==> src/rtl/fpu_agent_arbiter.sv <==
// Round-robin arbiter sharing one FPU agent channel among NUM_REQS issue slices.
// Granted ops get a pending-table tag; FPU responses are routed back to their owner by that tag.
module fpu_agent_arbiter #(
   parameter int NUM_REQS    = 4,
   parameter int DATAW       = 256,
   parameter int RSP_DATAW   = 128,
   parameter int MAX_PENDING = 8,
   parameter int TAG_W       = $clog2(MAX_PENDING)
) (
   input  logic                      clk,
   input  logic                      reset,
   input  logic [NUM_REQS-1:0]       req_valid,
   input  logic [NUM_REQS*DATAW-1:0] req_data,
   output logic [NUM_REQS-1:0]       req_ready,
   output logic                      fpu_req_valid,
   output logic [DATAW-1:0]          fpu_req_data,
   output logic [TAG_W-1:0]          fpu_req_tag,
   input  logic                      fpu_req_ready,
   input  logic                      fpu_rsp_valid,
   input  logic [TAG_W-1:0]          fpu_rsp_tag,
   input  logic [RSP_DATAW-1:0]      fpu_rsp_data,
   output logic                      fpu_rsp_ready,
   output logic [NUM_REQS-1:0]       rsp_valid,
   output logic [RSP_DATAW-1:0]      rsp_data,
   input  logic [NUM_REQS-1:0]       rsp_ready,
   output logic [TAG_W:0]            pending_count
);

   localparam int REQ_W = $clog2(NUM_REQS);

   logic [MAX_PENDING-1:0] busy;
   logic [REQ_W-1:0]       owner [MAX_PENDING];
   logic [REQ_W-1:0]       rr_ptr;
   logic                   drain_window;

   logic             can_load;
   logic             has_free;
   logic             grant_found;
   logic             grant_fire;
   logic [REQ_W-1:0] grant_idx;
   logic [TAG_W-1:0] free_tag;
   logic [REQ_W-1:0] rsp_owner;
   logic             rsp_busy;
   logic             retire;

   assign can_load = !fpu_req_valid || fpu_req_ready;
   assign has_free = pending_count < (TAG_W+1)'(MAX_PENDING);

   // NOTE: every always_comb output gets a default first so no path leaves it unassigned (no latch).
   always_comb begin : free_tag_search
      free_tag = '0;
      for (int i = MAX_PENDING - 1; i >= 0; i--) begin
         if (!busy[TAG_W'(i)]) free_tag = TAG_W'(i);
      end
   end

   always_comb begin : grant_search
      int idx;
      idx         = 0;
      grant_found = 1'b0;
      grant_idx   = '0;
      for (int i = 0; i < NUM_REQS; i++) begin
         idx = int'(rr_ptr) + i;
         if (idx >= NUM_REQS) idx = idx - NUM_REQS;
         if (!grant_found && req_valid[REQ_W'(idx)]) begin
            grant_found = 1'b1;
            grant_idx   = REQ_W'(idx);
         end
      end
   end

   assign grant_fire = can_load && has_free && grant_found;

   always_comb begin
      req_ready = '0;
      if (grant_fire) req_ready[grant_idx] = 1'b1;
   end

   // Response routing is purely combinational; a tag that is not busy is acknowledged and dropped.
   assign rsp_owner     = owner[fpu_rsp_tag];
   assign rsp_busy      = busy[fpu_rsp_tag];
   assign rsp_data      = fpu_rsp_data;
   assign fpu_rsp_ready = rsp_busy ? rsp_ready[rsp_owner] : 1'b1;
   assign retire        = fpu_rsp_valid && fpu_rsp_ready && rsp_busy;

   always_comb begin
      rsp_valid = '0;
      if (fpu_rsp_valid && rsp_busy) rsp_valid[rsp_owner] = 1'b1;
   end

   // NOTE: sequential state uses non-blocking assignments only, so every reader sees pre-edge values.
   always_ff @(posedge clk) begin
      if (reset) begin
         fpu_req_valid <= 1'b0;
         busy          <= '0;
         pending_count <= '0;
         rr_ptr        <= '0;
         drain_window  <= 1'b1;
      end else begin
         if (grant_fire)         fpu_req_valid <= 1'b1;
         else if (fpu_req_ready) fpu_req_valid <= 1'b0;

         if (grant_fire) begin
            rr_ptr       <= (grant_idx == REQ_W'(NUM_REQS - 1)) ? '0 : grant_idx + REQ_W'(1);
            drain_window <= 1'b0;
         end

         // A retiring tag is busy and the granted tag is free, so the two never collide.
         if (retire)     busy[fpu_rsp_tag] <= 1'b0;
         if (grant_fire) busy[free_tag]    <= 1'b1;

         case ({grant_fire, retire})
            2'b10:   pending_count <= pending_count + (TAG_W+1)'(1);
            2'b01:   pending_count <= pending_count - (TAG_W+1)'(1);
            default: pending_count <= pending_count;
         endcase
      end
   end

   // NOTE: payload, tag and owner table are left unreset; busy and fpu_req_valid qualify them.
   always_ff @(posedge clk) begin
      if (grant_fire) begin
         fpu_req_data    <= req_data[int'(grant_idx)*DATAW +: DATAW];
         fpu_req_tag     <= free_tag;
         owner[free_tag] <= grant_idx;
      end
   end

   // Responses to ops discarded by reset may still trickle in until new work is issued.
   stale_rsp_chk : assert property (@(posedge clk) disable iff (reset)
      (fpu_rsp_valid && !rsp_busy) |-> drain_window)
      else $error("fpu_agent_arbiter: stale response tag %0d outside post-reset window", fpu_rsp_tag);

endmodule

==> config.mk <==
export PLATFORM = sky130hd
export DESIGN_NAME = fpu_agent_arbiter
export DESIGN_NICKNAME = d
export VERILOG_FILES = /design/src/rtl/fpu_agent_arbiter.sv
export SDC_FILE = /design/constraint.sdc
export NUM_CORES = 1
export LEC_CHECK = 0
export ABC_CLOCK_PERIOD_IN_PS = 49000
export CAP_MARGIN = 5
export CORE_AREA = 2 2 619 621
export CTS_BUF_LIST = sky130_fd_sc_hd__clkbuf_8
export DETAILED_ROUTE_END_ITERATION = 12
export DIE_AREA = 0 0 621 623
export SYNTH_ARGS = -nofsm -noshare
export SYNTH_HDL_FRONTEND = slang
export SYNTH_SLANG_ARGS = --single-unit
==> constraint.sdc <==
create_clock -name clk -period 49 [get_ports clk]
set_input_delay 14.7 -clock clk [delete_from_list [all_inputs] [get_ports clk]]
set_output_delay 14.7 -clock clk [all_outputs]
set_load 0.01 [all_outputs]
==> impl_metrics.ini <==
[global_route]
grt-ovfl-total = 0
grt_max_degree = 118
antenna_found_initial = 501
grt_pass1_vias = 17700
grt_pass1_wl_mm = 344
track_usage_pct = 15.2

[clocking]
cts_buffers = 73
holdBufCountCts = 0
ctsHtreeMaxLevel = 3
cts_root_buf = clkbuf_8
cts_resized = 0
clkSlewWorstSetupHoldPaths_ns = 0.05
cts_tree = built
clock_latency_ns = 0.85
clock_sinks = 281
cts_buffer_depth = 4
post_cts_buffers = 0

[setup_path]
cp-start-kind = primary input
crit_path_end_kind = output port
path_cells = clkdlybuf4s50_1, mux4_1, mux2_4, nand2_1, clkdlybuf4s50_1
cp_max_fo = 13
cp.required_ns = 34.30
cp_num_buf_inv = 2
max_stage_delay_ns = 0.95
worstSetupPathType = in2out
cp.arrival_ns = 17.82
rr_worst_depth = 6
rr_startpoint = pending_count[3]
crit_top_cell = clkdlybuf4s50_1
cp-endpoint = fpu_rsp_ready
rrSetupSlack_ns = 44.24
crit_family = buffers and inverters
cp.depth = 5
cp_slowest_cell = mux4_1
regToRegEndpoint = fpu_req_data[33]
setup.worst_path.start = fpu_rsp_tag[0]

[placement]
placed_area_sq_um = 36400
port_buffers = 1310
place_hpwl_mm = 280
gp_congestion = 0.925

[logic_synthesis]
synth_top_area_share_pct = 43.7
synthDistinctLibCells = 47
ys_warn_count = 0
synth.cell_area_sq_um = 18300
postSynthAreaPerCell_sq_um = 13.2
syn-num-nets = 2556
yosysTopAreaCell = edfxtp_1
yosys-top-cells-area = edfxtp_1, mux2i_1, buf_4, dfxtp_1, buf_2
syn_inst = 1382
ys_seq_area_share_pct = 45.3
ys_seq_elements = 281

[finish]
design_area_sq_um = 38000
nNetsFinal = 3745
syn_to_final_growth_pct = 108
drive_above_1_share_pct = 4.81
num-fill-cells = 43900

[die]
rows = 227
die-area_sq_um = 387000
die_y_um = 623
fp.dieW_um = 621
initial_core_util_pct = 4.81
core_area_sq_um = 381000
boundaryPins = 1568

[route]
routed.top_layer = met5
dr_wl_met3_mm = 44.0
wl_met2_mm = 148
vias = 19300
vias_per_cell = 2.50
dr.pass1.iters = 5
drt_iter0_markers = 1282
drcViolationCount = 0
wire_per_inst_um = 39.2
wl_met1_mm = 96.0
routed_wl_mm = 304
antenna_left = 0

[sta]
tns_ns = 0
fin_crit_sh_pct = 66.4
finalMaxSlewViolations = 0
fin_crit_ns = 32.52
rsz0062_at_grt = no
worstMarginPinSlew_ns = 1.13
finalSetupViolCount = 0
fin_skew_ns = 0.0612
fmax_mhz = 30.8
max_slew_margin_pct = 24.5
hold_viol = 0

[outcome]
status = complete, no violations

[power]
vdd_drop_max_mv = 0.0197
p_per_area_nw_per_um2 = 30.2
p_leak_nw = 12.6

[hold_path]
hold_path_class = reg2reg
whs_path_depth = 2

[run]
maxCapViolations = 0
==> worst min path at each step <==
stage / start / endpoint
finish: busy[6] / busy[6]
global route: busy[4] / busy[4]
CTS: busy[6] / busy[6]
detailed placement: busy[6] / busy[6]
global placement: busy[6] / busy[6]
floorplan: busy[4] / busy[4]
==> registers in the layout, summed over array words and instances, names as in the netlist <==
signal	cells
pending_count	4
busy	8
fpu_req_data	256
fpu_req_valid	1
rr_ptr	2
owner	8
fpu_req_tag	2
==> synth_stat cells (all sizes together) <==
| cell | instances |
|---|---|
| nor3 | 2 |
| o22ai | 2 |
| and2 | 5 |
| a221oi | 1 |
| o21a | 1 |
| clkbuf | 2 |
| inv | 12 |
| and3 | 1 |
| nand2 | 8 |
| o21ai | 2 |
| o41ai | 1 |
| mux2i | 771 |
| a311oi | 3 |
| nor3b | 2 |
| and4 | 1 |
| nor2 | 13 |
| nand2b | 4 |
| ha | 7 |
| dfxtp | 15 |
| or4 | 1 |
| a21boi | 2 |
| a211oi | 4 |
| a31oi | 1 |
| conb | 1 |
| nand3b | 4 |
| xnor2 | 1 |
| or3 | 3 |
| mux2 | 1 |
| a22oi | 1 |
| buf | 217 |
| mux4 | 2 |
| nor2b | 2 |
| xor2 | 2 |
| nor4b | 1 |
| nand3 | 2 |
| a21oi | 12 |
| a21o | 3 |
| a41oi | 1 |
| or3b | 2 |
| edfxtp | 266 |
==> cell usage in the layout, fill, tap and decap left out, types with 11 or more instances in the layout <==
cell type and n:
nor2_1 12, inv_1 31, a21oi_1 11, clkbuf_8 74, clkdlybuf4s50_1 1310, edfxtp_1 266
mux2i_1 771, dfxtp_1 15, buf_4 21, diode_2 83
==> cell families (layout without fill, tap and decap cells) <==
logic type	after synthesis	count (layout)	share of synthesized area, %
xor+xnor	3	3	0.144
other cells	1	84	0.0205
flops	281	281	45.3
simple gates	51	51	1.63
compound gates	34	34	1.35
mux	774	774	42.5
fa+ha+maj	7	7	0.479
buf+inv	231	1466	8.54
==> cell type report <==
| cell class | instances | area [sq um] | share of cell area, % |
|---|---|---|---|
| multi-input cells | 870 | 8460 | 22.3 |
| well taps | 5038 | 6300 | 16.6 |
| flip-flops and latches | 281 | 8290 | 21.8 |
| diodes | 83 | 208 | 0.547 |
| clock inverters | 47 | 343 | 0.902 |
| repair buffers | 1333 | 13300 | 35.0 |
| inverters | 12 | 60.1 | 0.158 |
| clock buffers | 74 | 1020 | 2.68 |
==> tightest hold or removal path, stage by stage (launching register included) <==
cell	delay [ns]
dfxtp_1	0.31
inv_1	0.05
a311oi_1	0.03
==> power by group <==
group	switching (W)	total [W]	internal [W]
clock network	0.000155	0.000321	0.000166
registers	0.0000163	0.000346	0.000330
logic	0.000238	0.000479	0.000241
total	0.000409	0.00115	0.000737
==> through the flow <==
step / setup slack, ns / power (W) / cells / hold slack [ns] / utilization, %
3_3_place_gp: 16.52 / 0.000841 / 7534 / 0.419 / 9.57
6_report: 16.48 / 0.00115 / 7738 / 0.431 / 9.98
2_1_floorplan: 11.21 / 0.000560 / 1382 / 0.408 / -
3_5_place_dp: 16.50 / 0.000843 / 7534 / 0.422 / 9.57
4_1_cts: 16.49 / 0.00118 / 7655 / 0.431 / 9.93
5_1_grt: 16.40 / 0.00120 / 7693 / 0.456 / 9.95
==> metal layers <==
layer	track usage (%)	vias to the layer above
met3	9.96	1050
li1	-	7629
met1	14.1	8652
met4	5.14	242
met5	0	-
met2	26.6	1740
(Power assumes the default switching activity.)
